## src/rtl/icb_pkg.sv

```systemverilog
`default_nettype none
// ============================================================================
//  Module : icb_pkg
//  Brief  : Shared ICB widths, arbitration mode names and master id type.
//  Rev    : 1.0 - initial release
// ============================================================================
package icb_pkg;

    localparam int ICB_ADDR_W = 32;
    localparam int ICB_DATA_W = 32;
    localparam int ICB_MASK_W = 4;

    localparam string ARB_MODE_RR    = "rr";
    localparam string ARB_MODE_FIXED = "fixed";

    // Master 0 is instruction fetch, master 1 is load/store
    typedef enum logic {
        MST0 = 1'b0,
        MST1 = 1'b1
    } mst_id_e;

    function automatic mst_id_e other_id(input mst_id_e id);
        return (id == MST0) ? MST1 : MST0;
    endfunction

endpackage
`default_nettype wire

```

## src/rtl/icb_arbiter_2to1_if.sv

```systemverilog
`default_nettype none
// ============================================================================
//  Module : icb_arbiter_2to1_if
//  Brief  : One ICB link (command + response channels) with master/slave views.
//  Rev    : 1.0 - initial release
// ============================================================================
interface icb_arbiter_2to1_if;
    import icb_pkg::*;

    logic [ICB_ADDR_W-1:0] icb_cmd_addr;
    logic                  icb_cmd_read;
    logic [ICB_DATA_W-1:0] icb_cmd_wdata;
    logic [ICB_MASK_W-1:0] icb_cmd_wmask;
    logic                  icb_cmd_valid;
    logic                  icb_cmd_ready;
    logic [ICB_DATA_W-1:0] icb_rsp_rdata;
    logic                  icb_rsp_err;
    logic                  icb_rsp_valid;
    logic                  icb_rsp_ready;

    modport master (
        output icb_cmd_addr, icb_cmd_read, icb_cmd_wdata, icb_cmd_wmask, icb_cmd_valid,
        input  icb_cmd_ready,
        input  icb_rsp_rdata, icb_rsp_err, icb_rsp_valid,
        output icb_rsp_ready
    );

    modport slave (
        input  icb_cmd_addr, icb_cmd_read, icb_cmd_wdata, icb_cmd_wmask, icb_cmd_valid,
        output icb_cmd_ready,
        output icb_rsp_rdata, icb_rsp_err, icb_rsp_valid,
        input  icb_rsp_ready
    );

endinterface
`default_nettype wire

```

## src/rtl/icb_rsp_order_fifo.sv

```systemverilog
`default_nettype none
// ============================================================================
//  Module : icb_rsp_order_fifo
//  Brief  : 1-bit register FIFO recording which master owns each outstanding
//           command, head exposed for response routing.
//  Rev    : 1.0 - initial release
// ============================================================================
module icb_rsp_order_fifo #(
    parameter int DEPTH = 2
) (
    input  wire  clk,
    input  wire  rst,
    input  wire  i_push,
    input  wire  i_push_id,
    input  wire  i_pop,
    output logic o_full,
    output logic o_empty,
    output logic o_head
);

    // A single-entry FIFO still gets two slots so the pointers stay non-degenerate;
    // the occupancy count alone limits it to one entry.
    localparam int c_mem_depth = (DEPTH < 2) ? 2 : DEPTH;
    localparam int c_ptr_w     = $clog2(c_mem_depth);
    localparam int c_cnt_w     = $clog2(DEPTH + 1);

    logic [c_mem_depth-1:0] r_mem;
    logic [c_ptr_w-1:0]     r_wr_ptr;
    logic [c_ptr_w-1:0]     r_rd_ptr;
    logic [c_cnt_w-1:0]     r_count;

    always_ff @(posedge clk or posedge rst) begin
        if (rst) begin
            r_wr_ptr <= '0;
            r_rd_ptr <= '0;
            r_count  <= '0;
        end else begin
            if (i_push) begin
                r_wr_ptr <= r_wr_ptr + c_ptr_w'(1);
            end
            if (i_pop) begin
                r_rd_ptr <= r_rd_ptr + c_ptr_w'(1);
            end
            case ({i_push, i_pop})
                2'b10:   r_count <= r_count + c_cnt_w'(1);
                2'b01:   r_count <= r_count - c_cnt_w'(1);
                default: r_count <= r_count;
            endcase
        end
    end

    always_ff @(posedge clk) begin
        if (i_push) begin
            r_mem[r_wr_ptr] <= i_push_id;
        end
    end

    assign o_full  = (r_count == c_cnt_w'(DEPTH));
    assign o_empty = (r_count == '0);
    assign o_head  = r_mem[r_rd_ptr];

endmodule
`default_nettype wire

```

## src/rtl/icb_arbiter_2to1.sv

```systemverilog
`default_nettype none
// ============================================================================
//  Module : icb_arbiter_2to1
//  Brief  : Two-master to one-slave ICB arbiter with in-order response routing.
//  Rev    : 1.0 - initial release
// ============================================================================
module icb_arbiter_2to1
    import icb_pkg::*;
#(
    parameter int    OUTSTANDING_DEPTH = 2,
    parameter string ARB_MODE          = ARB_MODE_RR
) (
    input  wire                     clk,
    input  wire                     rst,
    icb_arbiter_2to1_if.slave       s0,
    icb_arbiter_2to1_if.slave       s1,
    icb_arbiter_2to1_if.master      m,
    output logic                    rsp_orphan_err
);

    localparam bit c_fixed = (ARB_MODE == ARB_MODE_FIXED);

    mst_id_e w_grant;
    mst_id_e w_head_id;
    mst_id_e r_locked_id;
    mst_id_e r_rr_prio;
    logic    r_lock;
    logic    w_granted_valid;
    logic    w_can_issue;
    logic    w_cmd_hs;
    logic    w_rsp_hs;
    logic    w_full;
    logic    w_empty;
    logic    w_head;

    // Grant selection; a stalled command keeps its owner until the handshake
    always_comb begin
        w_grant = MST0;
        if (r_lock) begin
            w_grant = r_locked_id;
        end else if (!c_fixed && s0.icb_cmd_valid && s1.icb_cmd_valid) begin
            w_grant = r_rr_prio;
        end else begin
            w_grant = s0.icb_cmd_valid ? MST0 : MST1;
        end
    end

    assign w_can_issue     = ~w_full;
    assign w_granted_valid = (w_grant == MST1) ? s1.icb_cmd_valid : s0.icb_cmd_valid;

    always_comb begin
        m.icb_cmd_addr  = s0.icb_cmd_addr;
        m.icb_cmd_read  = s0.icb_cmd_read;
        m.icb_cmd_wdata = s0.icb_cmd_wdata;
        m.icb_cmd_wmask = s0.icb_cmd_wmask;
        if (w_grant == MST1) begin
            m.icb_cmd_addr  = s1.icb_cmd_addr;
            m.icb_cmd_read  = s1.icb_cmd_read;
            m.icb_cmd_wdata = s1.icb_cmd_wdata;
            m.icb_cmd_wmask = s1.icb_cmd_wmask;
        end
    end

    assign m.icb_cmd_valid = w_granted_valid & w_can_issue;

    // Ready is qualified by the granted master's valid so an idle port never sees ready
    assign s0.icb_cmd_ready = (w_grant == MST0) & w_granted_valid & m.icb_cmd_ready & w_can_issue;
    assign s1.icb_cmd_ready = (w_grant == MST1) & w_granted_valid & m.icb_cmd_ready & w_can_issue;

    assign w_cmd_hs = m.icb_cmd_valid & m.icb_cmd_ready;

    always_ff @(posedge clk or posedge rst) begin
        if (rst) begin
            r_lock         <= 1'b0;
            r_locked_id    <= MST0;
            r_rr_prio      <= MST0;
            rsp_orphan_err <= 1'b0;
        end else begin
            if (w_cmd_hs) begin
                r_lock <= 1'b0;
            end else if (m.icb_cmd_valid) begin
                r_lock      <= 1'b1;
                r_locked_id <= w_grant;
            end
            if (w_cmd_hs && !c_fixed) begin
                r_rr_prio <= other_id(w_grant);
            end
            if (m.icb_rsp_valid && w_empty) begin
                rsp_orphan_err <= 1'b1;
            end
        end
    end

    icb_rsp_order_fifo #(
        .DEPTH     (OUTSTANDING_DEPTH)
    ) u_order_fifo (
        .clk       (clk),
        .rst       (rst),
        .i_push    (w_cmd_hs),
        .i_push_id (w_grant == MST1),
        .i_pop     (w_rsp_hs),
        .o_full    (w_full),
        .o_empty   (w_empty),
        .o_head    (w_head)
    );

    assign w_head_id = mst_id_e'(w_head);

    assign s0.icb_rsp_valid = m.icb_rsp_valid & ~w_empty & (w_head_id == MST0);
    assign s1.icb_rsp_valid = m.icb_rsp_valid & ~w_empty & (w_head_id == MST1);
    assign s0.icb_rsp_rdata = m.icb_rsp_rdata;
    assign s1.icb_rsp_rdata = m.icb_rsp_rdata;
    assign s0.icb_rsp_err   = m.icb_rsp_err;
    assign s1.icb_rsp_err   = m.icb_rsp_err;

    assign m.icb_rsp_ready = ~w_empty &
                             ((w_head_id == MST1) ? s1.icb_rsp_ready : s0.icb_rsp_ready);
    assign w_rsp_hs        = m.icb_rsp_valid & m.icb_rsp_ready;

endmodule
`default_nettype wire
```

## src/flat_wrapper.sv

```systemverilog
// flat-port wrapper written by rule: the top's interface ports become plain ports
module icb_arbiter_2to1_flat import icb_pkg::*;
#(
    parameter int    OUTSTANDING_DEPTH = 2,
    parameter string ARB_MODE          = ARB_MODE_RR
)
  (clk, rst, rsp_orphan_err, s0_icb_cmd_addr, s0_icb_cmd_read, s0_icb_cmd_wdata, s0_icb_cmd_wmask, s0_icb_cmd_valid, s0_icb_cmd_ready, s0_icb_rsp_rdata, s0_icb_rsp_err, s0_icb_rsp_valid, s0_icb_rsp_ready, s1_icb_cmd_addr, s1_icb_cmd_read, s1_icb_cmd_wdata, s1_icb_cmd_wmask, s1_icb_cmd_valid, s1_icb_cmd_ready, s1_icb_rsp_rdata, s1_icb_rsp_err, s1_icb_rsp_valid, s1_icb_rsp_ready, m_icb_cmd_addr, m_icb_cmd_read, m_icb_cmd_wdata, m_icb_cmd_wmask, m_icb_cmd_valid, m_icb_cmd_ready, m_icb_rsp_rdata, m_icb_rsp_err, m_icb_rsp_valid, m_icb_rsp_ready);
  icb_arbiter_2to1_if s0_i ();
  icb_arbiter_2to1_if s1_i ();
  icb_arbiter_2to1_if m_i ();
  input  wire clk;
  input  wire rst;
  output logic rsp_orphan_err;
  input wire logic [$bits(s0_i.icb_cmd_addr)-1:0] s0_icb_cmd_addr;
  input wire logic [$bits(s0_i.icb_cmd_read)-1:0] s0_icb_cmd_read;
  input wire logic [$bits(s0_i.icb_cmd_wdata)-1:0] s0_icb_cmd_wdata;
  input wire logic [$bits(s0_i.icb_cmd_wmask)-1:0] s0_icb_cmd_wmask;
  input wire logic [$bits(s0_i.icb_cmd_valid)-1:0] s0_icb_cmd_valid;
  output wire logic [$bits(s0_i.icb_cmd_ready)-1:0] s0_icb_cmd_ready;
  output wire logic [$bits(s0_i.icb_rsp_rdata)-1:0] s0_icb_rsp_rdata;
  output wire logic [$bits(s0_i.icb_rsp_err)-1:0] s0_icb_rsp_err;
  output wire logic [$bits(s0_i.icb_rsp_valid)-1:0] s0_icb_rsp_valid;
  input wire logic [$bits(s0_i.icb_rsp_ready)-1:0] s0_icb_rsp_ready;
  input wire logic [$bits(s1_i.icb_cmd_addr)-1:0] s1_icb_cmd_addr;
  input wire logic [$bits(s1_i.icb_cmd_read)-1:0] s1_icb_cmd_read;
  input wire logic [$bits(s1_i.icb_cmd_wdata)-1:0] s1_icb_cmd_wdata;
  input wire logic [$bits(s1_i.icb_cmd_wmask)-1:0] s1_icb_cmd_wmask;
  input wire logic [$bits(s1_i.icb_cmd_valid)-1:0] s1_icb_cmd_valid;
  output wire logic [$bits(s1_i.icb_cmd_ready)-1:0] s1_icb_cmd_ready;
  output wire logic [$bits(s1_i.icb_rsp_rdata)-1:0] s1_icb_rsp_rdata;
  output wire logic [$bits(s1_i.icb_rsp_err)-1:0] s1_icb_rsp_err;
  output wire logic [$bits(s1_i.icb_rsp_valid)-1:0] s1_icb_rsp_valid;
  input wire logic [$bits(s1_i.icb_rsp_ready)-1:0] s1_icb_rsp_ready;
  output wire logic [$bits(m_i.icb_cmd_addr)-1:0] m_icb_cmd_addr;
  output wire logic [$bits(m_i.icb_cmd_read)-1:0] m_icb_cmd_read;
  output wire logic [$bits(m_i.icb_cmd_wdata)-1:0] m_icb_cmd_wdata;
  output wire logic [$bits(m_i.icb_cmd_wmask)-1:0] m_icb_cmd_wmask;
  output wire logic [$bits(m_i.icb_cmd_valid)-1:0] m_icb_cmd_valid;
  input wire logic [$bits(m_i.icb_cmd_ready)-1:0] m_icb_cmd_ready;
  input wire logic [$bits(m_i.icb_rsp_rdata)-1:0] m_icb_rsp_rdata;
  input wire logic [$bits(m_i.icb_rsp_err)-1:0] m_icb_rsp_err;
  input wire logic [$bits(m_i.icb_rsp_valid)-1:0] m_icb_rsp_valid;
  output wire logic [$bits(m_i.icb_rsp_ready)-1:0] m_icb_rsp_ready;
  assign s0_i.icb_cmd_addr = s0_icb_cmd_addr;
  assign s0_i.icb_cmd_read = s0_icb_cmd_read;
  assign s0_i.icb_cmd_wdata = s0_icb_cmd_wdata;
  assign s0_i.icb_cmd_wmask = s0_icb_cmd_wmask;
  assign s0_i.icb_cmd_valid = s0_icb_cmd_valid;
  assign s0_icb_cmd_ready = s0_i.icb_cmd_ready;
  assign s0_icb_rsp_rdata = s0_i.icb_rsp_rdata;
  assign s0_icb_rsp_err = s0_i.icb_rsp_err;
  assign s0_icb_rsp_valid = s0_i.icb_rsp_valid;
  assign s0_i.icb_rsp_ready = s0_icb_rsp_ready;
  assign s1_i.icb_cmd_addr = s1_icb_cmd_addr;
  assign s1_i.icb_cmd_read = s1_icb_cmd_read;
  assign s1_i.icb_cmd_wdata = s1_icb_cmd_wdata;
  assign s1_i.icb_cmd_wmask = s1_icb_cmd_wmask;
  assign s1_i.icb_cmd_valid = s1_icb_cmd_valid;
  assign s1_icb_cmd_ready = s1_i.icb_cmd_ready;
  assign s1_icb_rsp_rdata = s1_i.icb_rsp_rdata;
  assign s1_icb_rsp_err = s1_i.icb_rsp_err;
  assign s1_icb_rsp_valid = s1_i.icb_rsp_valid;
  assign s1_i.icb_rsp_ready = s1_icb_rsp_ready;
  assign m_icb_cmd_addr = m_i.icb_cmd_addr;
  assign m_icb_cmd_read = m_i.icb_cmd_read;
  assign m_icb_cmd_wdata = m_i.icb_cmd_wdata;
  assign m_icb_cmd_wmask = m_i.icb_cmd_wmask;
  assign m_icb_cmd_valid = m_i.icb_cmd_valid;
  assign m_i.icb_cmd_ready = m_icb_cmd_ready;
  assign m_i.icb_rsp_rdata = m_icb_rsp_rdata;
  assign m_i.icb_rsp_err = m_icb_rsp_err;
  assign m_i.icb_rsp_valid = m_icb_rsp_valid;
  assign m_icb_rsp_ready = m_i.icb_rsp_ready;
  icb_arbiter_2to1 #(.OUTSTANDING_DEPTH(OUTSTANDING_DEPTH), .ARB_MODE(ARB_MODE)) u_core (.clk(clk), .rst(rst), .s0(s0_i), .s1(s1_i), .m(m_i), .rsp_orphan_err(rsp_orphan_err));
endmodule
```

## config.mk

```make
export PLATFORM = sky130hd
export DESIGN_NAME = icb_arbiter_2to1_flat
export DESIGN_NICKNAME = d
export VERILOG_FILES = /design/src/rtl/icb_pkg.sv /design/src/rtl/icb_arbiter_2to1_if.sv /design/src/rtl/icb_rsp_order_fifo.sv /design/src/rtl/icb_arbiter_2to1.sv /design/src/flat_wrapper.sv
export SDC_FILE = /design/constraint.sdc
export NUM_CORES = 1
export LEC_CHECK = 0
export BUFFER_PORTS_ARGS = -buffer_cell sky130_fd_sc_hd__buf_2
export CORE_AREA = 2 2 126 128
export CTS_CLUSTER_SIZE = 14
export DETAILED_ROUTE_END_ITERATION = 8
export DIE_AREA = 0 0 128 130
export RECOVER_POWER = 100
export SLEW_MARGIN = 10
export SYNTH_ARGS = -nofsm -noshare
export SYNTH_HDL_FRONTEND = slang
export SYNTH_SLANG_ARGS = --single-unit
```

## constraint.sdc

```tcl
create_clock -name clk -period 4.58 [get_ports clk]
set_input_delay 0.916 -clock clk [delete_from_list [all_inputs] [get_ports clk]]
set_output_delay 0.916 -clock clk [all_outputs]
set_load 0.02 [all_outputs]
```

==> results of run 1 <==
-- sequential cells by signal (all words and copies together), names as in the netlist --
signal                        flops
u_core.u_order_fifo.r_rd_ptr      1
u_core.rsp_orphan_err             1
u_core.r_rr_prio                  1
u_core.r_lock                     1
u_core.r_locked_id                1
u_core.u_order_fifo.r_mem         2
u_core.u_order_fifo.r_count       2
u_core.u_order_fifo.r_wr_ptr      1
-- stage by stage --
| stage | setup WS [ns] | area (µm²) |
|---|---|---|
| 2_1_floorplan | 1.71 | 1840 |
| 3_3_place_gp | 1.36 | 2670 |
| 3_5_place_dp | 1.34 | 2670 |
| 4_1_cts | 1.34 | 2750 |
| 5_1_grt | 1.15 | 2640 |
| 6_report | 1.21 | 2650 |
-- worst max-delay path, delay by kind of cell --
family / cells / cell delay (ns)
AOI/OAI and AO/OA: 1 / 0.27
buffers and inverters: 3 / 0.73
muxes: 1 / 0.41
and+or+nand+nor: 1 / 0.08
-- cell type report --
class | instances | area (µm²)
antenna | 2 | 5.00
multi-input combinational | 106 | 1010
inverter | 3 | 11.3
clock buffer | 4 | 88.8
sequential | 10 | 260
fill | 1779 | 12800
timing repair buffer | 222 | 1030
tap | 192 | 240
-- report_power, final --
group / internal [µW] / switching (µW)
Clock: 131 / 38.7
Sequential: 133 / 34.6
Combinational: 506 / 743
-- routing by layer --
layer	global-route usage	vias to the layer above	routed length, µm
met5	0	-	0
met4	0.0446	0	354
met3	0.0262	17	891
met2	0.106	168	3130
met1	0.108	850	3360
li1	-	903	-
-- final timing paths --
| kind | startpoint | end |
|---|---|---|
| worst max-delay path | s1_icb_cmd_valid | m_icb_cmd_addr[22] |
| worst min-delay path | u_core.rsp_orphan_err | u_core.rsp_orphan_err |
| worst max register to register | u_core.r_locked_id | u_core.u_order_fifo.r_count[1] |
| worst min register to register | u_core.rsp_orphan_err | u_core.rsp_orphan_err |
| max in group asynchronous | rst | u_core.u_order_fifo.r_count[0] |
| min in group asynchronous | rst | u_core.r_locked_id |
-- layout by cell type, fill, tap and decap left out --
master     Yosys  final
nor3_1         1      1
o2bb2ai_1      1      1
o21ai_0        1      1
dfrtp_1        8      8
clkbuf_16      0      3
and3_1         1      1
a21oi_1        2      2
mux2_2        63     60
buf_2          1    147
nand3_1        1      1
nor3b_1        1      1
nor2_1        10     10
mux2_1         6      9
clkbuf_8       0      1
a211oi_1       0      1
inv_1          3      3
edfxtp_1       2      2
xor2_1         2      2
diode_2        0      2
a21o_1         1      1
buf_12         0      1
o21a_1         1      1
clkbuf_1       0     74
mux2i_1        3      3
nor2b_1        3      3
ha_1           1      1
a31oi_1        0      1
nand2_1        3      3
xnor2_1        3      3
-- cells by family after synthesis --
group | count (synthesis) | share of synthesized area
flip-flops | 10 | 0.141
AO/OA/AOI/OAI | 8 | 0.0393
XOR/XNOR | 5 | 0.0237
AND/OR/NAND/NOR | 20 | 0.0495
adder cells (fa/ha/maj) | 1 | 0.00678
buffers and inverters | 76 | 0.302
multiplexers | 72 | 0.438
==> metrics.yaml, run 1 <==
io_pins: 321
setup_violations: 0
synth_top_area_cell: "mux2_2"
ys_types: 25
hold_slack_ns: 0.455
fp-row-count: 46
firstDrtPassIters: 4
finClkSkew_ns: 0.000393
synth_largest_type_area_fraction: 0.385
numCtsBuffers: 3
grt_overflow_total: 0
clock_latency_ns: 0.23
power_uw: 1590
cts_root_buffer: "clkbuf_16"
tightest_slew_ns: 0.468
max_cap_viol_count: 0
p_per_area_nw_per_um2: 600
avgSynthCellArea_um2: 9.61
slew_viol_final: 0
cts.path.max_buffers: 2
relSlewSlack: 0.685
cts_resized: 0
final_cell_count_no_fill: 539
rsz0062_at_grt: "no"
ctsHoldBuffers: 0
grt_pass1_vias: 1753
grt_usage: 0.0785
path_max_fanout: 74
initial_core_util: 0.120
synth_warnings: 0
period_share: 0.737
synth_cells: 192
cp.required_ns: 3.66
port_buffers: 221
hp-class: "reg -> reg"
die_width_um: 128
dieArea_um2: 16600
clk_transition_reported_paths_ns: 0.04
core_um2: 15400
yosysMostFrequentCell: "buf_4"
reg2reg_slack_ns: 2.63
htreeDepth: 1
hold-path-cell-count: 1
ys.flop_type: "dfrtp_1"
ff2ff_path_depth: 7
cts_post_setup_buffers_inserted: 0
syn2layout_area_growth_pct: 43.5
p_leak_uw: 0.00122
start_kind: "primary input"
via_per_inst: 3.60
status: "completed"
synthTopCellsByCount: "buf_4 (72), mux2_2 (63), nor2_1 (10)"
grt_antenna_before_repair: 1
crit_path_top_delay_cell: "mux2_1"
ys_seq_area_frac: 0.141
async_flop_share: 0.800
hold_viol: 0
vias: 1938
finalWeightedCongestion: 0.788
synth_nets: 372
synth-seq-cells: 10
grt_max_degree: 75
critPathArrivalTime_ns: 2.46
peakVddDrop_mv: 0.534
wl_per_cell_um: 14.3
nets: 526
syn-cell-area_um2: 1840
layout-drive-gt1-share: 0.614
routed_wirelength_mm: 7.73
yosys-top-cells-area: "mux2_2 (38%), buf_4 (29%), dfrtp_1 (11%)"
path_cells: "clkbuf_1 -> nand2_1 -> a31oi_1 -> buf_12 -> mux2_1 -> buf_2"
utilization: 0.172
grt_pass1_wl_mm: 9.68
die_h_um: 130
dpl.hpwl_mm: 6.80
synth_edf_count: 2
finalSetupTns_ns: 0
drtIter0Drc: 76
placed_cells: 533
crit_type: "in -> out"
cts_tree: "built"
layout_min_cycle_time_ns: 3.37
clock.fmax_mhz: 296
drc: 0
detail-route-antenna-nets: 0
clock_sinks: 10
worst_setup_path_end_kind: "output pin"
max_stage_delay_ns: 0.41
No activity file was read; power rests on OpenSTA's default activity.
==> inputs of run 2 (changes only) <==
==> constraint.sdc (replaced) <==
create_clock -name clk -period 3.55 [get_ports clk]
set_input_delay 0.71 -clock clk [delete_from_list [all_inputs] [get_ports clk]]
set_output_delay 0.71 -clock clk [all_outputs]
set_load 0.02 [all_outputs]
==> run 2 against run 1 <==
Against the previous run:
- non-clock buffer count unchanged
- routed wire length increased by 0.16%
- die area unchanged
- worst setup slack got worse by 0.60 ns
- utilization barely moved
- combinational power rose by 29%
- highest routed layer unchanged
==> metrics.yaml, run 2 (same netlist as run 1, synthesis figures left out) <==
rsz0062_at_grt: "no"  # unchanged
clock_latency_ns: 0.23  # about the same
die_width_um: 128  # unchanged
syn2layout_area_growth_pct: 43.4  # was 43.5%
mostFrequentLayoutCells: "buf_2 (146), clkbuf_1 (76), mux2_2 (61)"  # was buf_2 (147), clkbuf_1 (74), mux2_2 (60)
grt_pass1_wl_mm: 9.28  # was 9.68 mm
max_cap_viol_count: 0  # unchanged
dieArea_um2: 16600  # unchanged
cts_root_buffer: "clkbuf_16"  # unchanged
layout-drive-gt1-share: 0.612  # was 0.614
initial_core_util: 0.120  # unchanged
worst_setup_path_end_kind: "output pin"  # unchanged
ff2ff_path_depth: 7  # unchanged
tightest_slew_ns: 0.475  # was 0.468 ns
combPwrFrac: 0.795  # was 0.787
hp-class: "in -> async"  # was reg -> reg
p_per_area_nw_per_um2: 768  # was 600 nW/µm²
path_cells: "clkbuf_1 -> nand2_1 -> a31oi_1 -> buf_12 -> mux2_1 -> buf_2"  # unchanged
status: "completed"  # unchanged
nets: 526  # unchanged
drtIter0Drc: 82  # was 76
routed_wirelength_mm: 7.74  # was 7.73 mm
swShare: 0.520  # was 0.514
pwr-share-clk: 0.099  # was 0.107
clock_sinks: 10  # unchanged
multiInputGateArea_um2: 1010  # unchanged
fp-row-count: 46  # unchanged
peakVddDrop_mv: 0.420  # was 0.534 mV
die_h_um: 130  # unchanged
power.switching_uw: 1060  # was 816 µW
grt_usage: 0.0755  # was 0.0785
numCtsBuffers: 3  # unchanged
hold_slack_ns: 0.408  # was 0.455 ns
utilization: 0.171  # was 0.172
hold_viol: 0  # unchanged
finalSetupTns_ns: 0  # unchanged
reg2reg_to: "u_core.u_order_fifo.r_count[1]"  # unchanged
grt_overflow_total: 0  # unchanged
crit_path_top_delay_cell: "mux2_1"  # unchanged
core_um2: 15400  # unchanged
critPathArrivalTime_ns: 2.24  # was 2.46 ns
drc: 0  # unchanged
vias: 1964  # was 1938
io_pins: 321  # unchanged
p_leak_uw: 0.00121  # was 0.00122 µW
final.setup.worst_slack_ns: 0.602  # was 1.21 ns
relSlewSlack: 0.680  # was 0.685
detail-route-antenna-nets: 0  # unchanged
dp_slack_ns: 0.735  # was 1.34 ns
wl_per_cell_um: 14.3  # about the same
port_buffers: 221  # unchanged
cts_post_setup_buffers_inserted: 0  # unchanged
seqPwrFrac: 0.107  # was 0.106
top_regs: "u_core.u_order_fifo.r_count: 2 flops, u_core.u_order_fifo.r_mem: 2 flops"  # unchanged
dpl.hpwl_mm: 6.72  # was 6.80 mm
cts.path.max_buffers: 2  # unchanged
layout_min_cycle_time_ns: 2.95
crit_type: "in -> out"  # unchanged
htreeDepth: 1  # unchanged
start_kind: "primary input"  # unchanged
layout_commonest_cell: "buf_2"  # unchanged
ff_latch_area_um2: 260  # unchanged
cts_resized: 0  # unchanged
slew_viol_final: 0  # unchanged
cts_tree: "built"  # unchanged
setup_violations: 0  # unchanged
ctsHoldBuffers: 0  # unchanged
clk_transition_reported_paths_ns: 0.04  # about the same
reg2reg_slack_ns: 1.61  # was 2.63 ns
cp.required_ns: 2.84  # was 3.66 ns
grt_pass1_vias: 1612  # was 1753
clock.fmax_mhz: 339
path_max_fanout: 74  # unchanged
max_stage_delay_ns: 0.42  # was 0.41 ns
grt_max_degree: 75  # unchanged
firstDrtPassIters: 4  # unchanged
fillers: 1772  # was 1779
via_per_inst: 3.62  # was 3.60
p_int_uw: 976  # was 771 µW
period_share: 0.830
finClkSkew_ns: 0.000363  # was 0.000393 ns
finalWeightedCongestion: 0.789  # was 0.788
grt_antenna_before_repair: 3  # was 1
rr_startpoint: "u_core.r_locked_id"  # unchanged
## run 2: layout make-up
class                   instances  share of cell area
inverters                       3             0.00426
flip-flops and latches         10              0.0984
diodes                          6             0.00568
clock buffers                   4              0.0298
multi-input cells             106               0.381
repair buffers                222               0.390
well taps                     192              0.0908
## run 2: how the worst max path moves through the flow
stage	start	slack [ns]	to
after detailed placement	s1_icb_cmd_valid	0.74	m_icb_cmd_addr[22]
after global placement	s1_icb_cmd_valid	0.75	m_icb_cmd_addr[28]
after CTS	s1_icb_cmd_valid	0.74	m_icb_cmd_addr[22]
after global routing	s1_icb_cmd_valid	0.51	m_icb_cmd_addr[22]
after floorplan	s1_icb_cmd_valid	1.09	m_icb_cmd_wdata[20]
final	s1_icb_cmd_valid	0.60	m_icb_cmd_addr[22]
## run 2: power by group through the flow
| stage | registers, µW | logic [µW] | clock network [µW] |
|---|---|---|---|
| after floorplan | 208 | 1370 | 0 |
| after global placement | 218 | 1720 | 0 |
| after detailed placement | 218 | 1720 | 0 |
| after CTS | 216 | 1730 | 202 |
| after global routing | 225 | 1730 | 209 |
| final | 217 | 1610 | 200 |
## run 2: critical path, delay by kind of cell
| family | cells | cell delay (ns) |
|---|---|---|
| multiplexers | 1 | 0.42 |
| buffers and inverters | 3 | 0.73 |
| AO/OA/AOI/OAI | 1 | 0.27 |
| AND/OR/NAND/NOR | 1 | 0.07 |
## run 2: through the flow
| stage | cells | area [µm²] | total power (µW) |
|---|---|---|---|
| 2_1_floorplan | 192 | 1840 | 1580 |
| 3_3_place_gp | 533 | 2670 | 1930 |
| 3_5_place_dp | 533 | 2670 | 1940 |
| 4_1_cts | 537 | 2740 | 2150 |
| 5_1_grt | 539 | 2640 | 2160 |
| 6_report | 543 | 2650 | 2030 |
## run 2: routing by layer
| layer | global-route usage | part of all wire | wire length [µm] | up-vias |
|---|---|---|---|---|
| li1 | - | - | - | 909 |
| met1 | 0.106 | 0.45 | 3500 | 886 |
| met2 | 0.100 | 0.40 | 3090 | 155 |
| met3 | 0.0234 | 0.10 | 809 | 14 |
| met4 | 0.0433 | 0.045 | 346 | 0 |
| met5 | 0 | 0 | 0 | - |
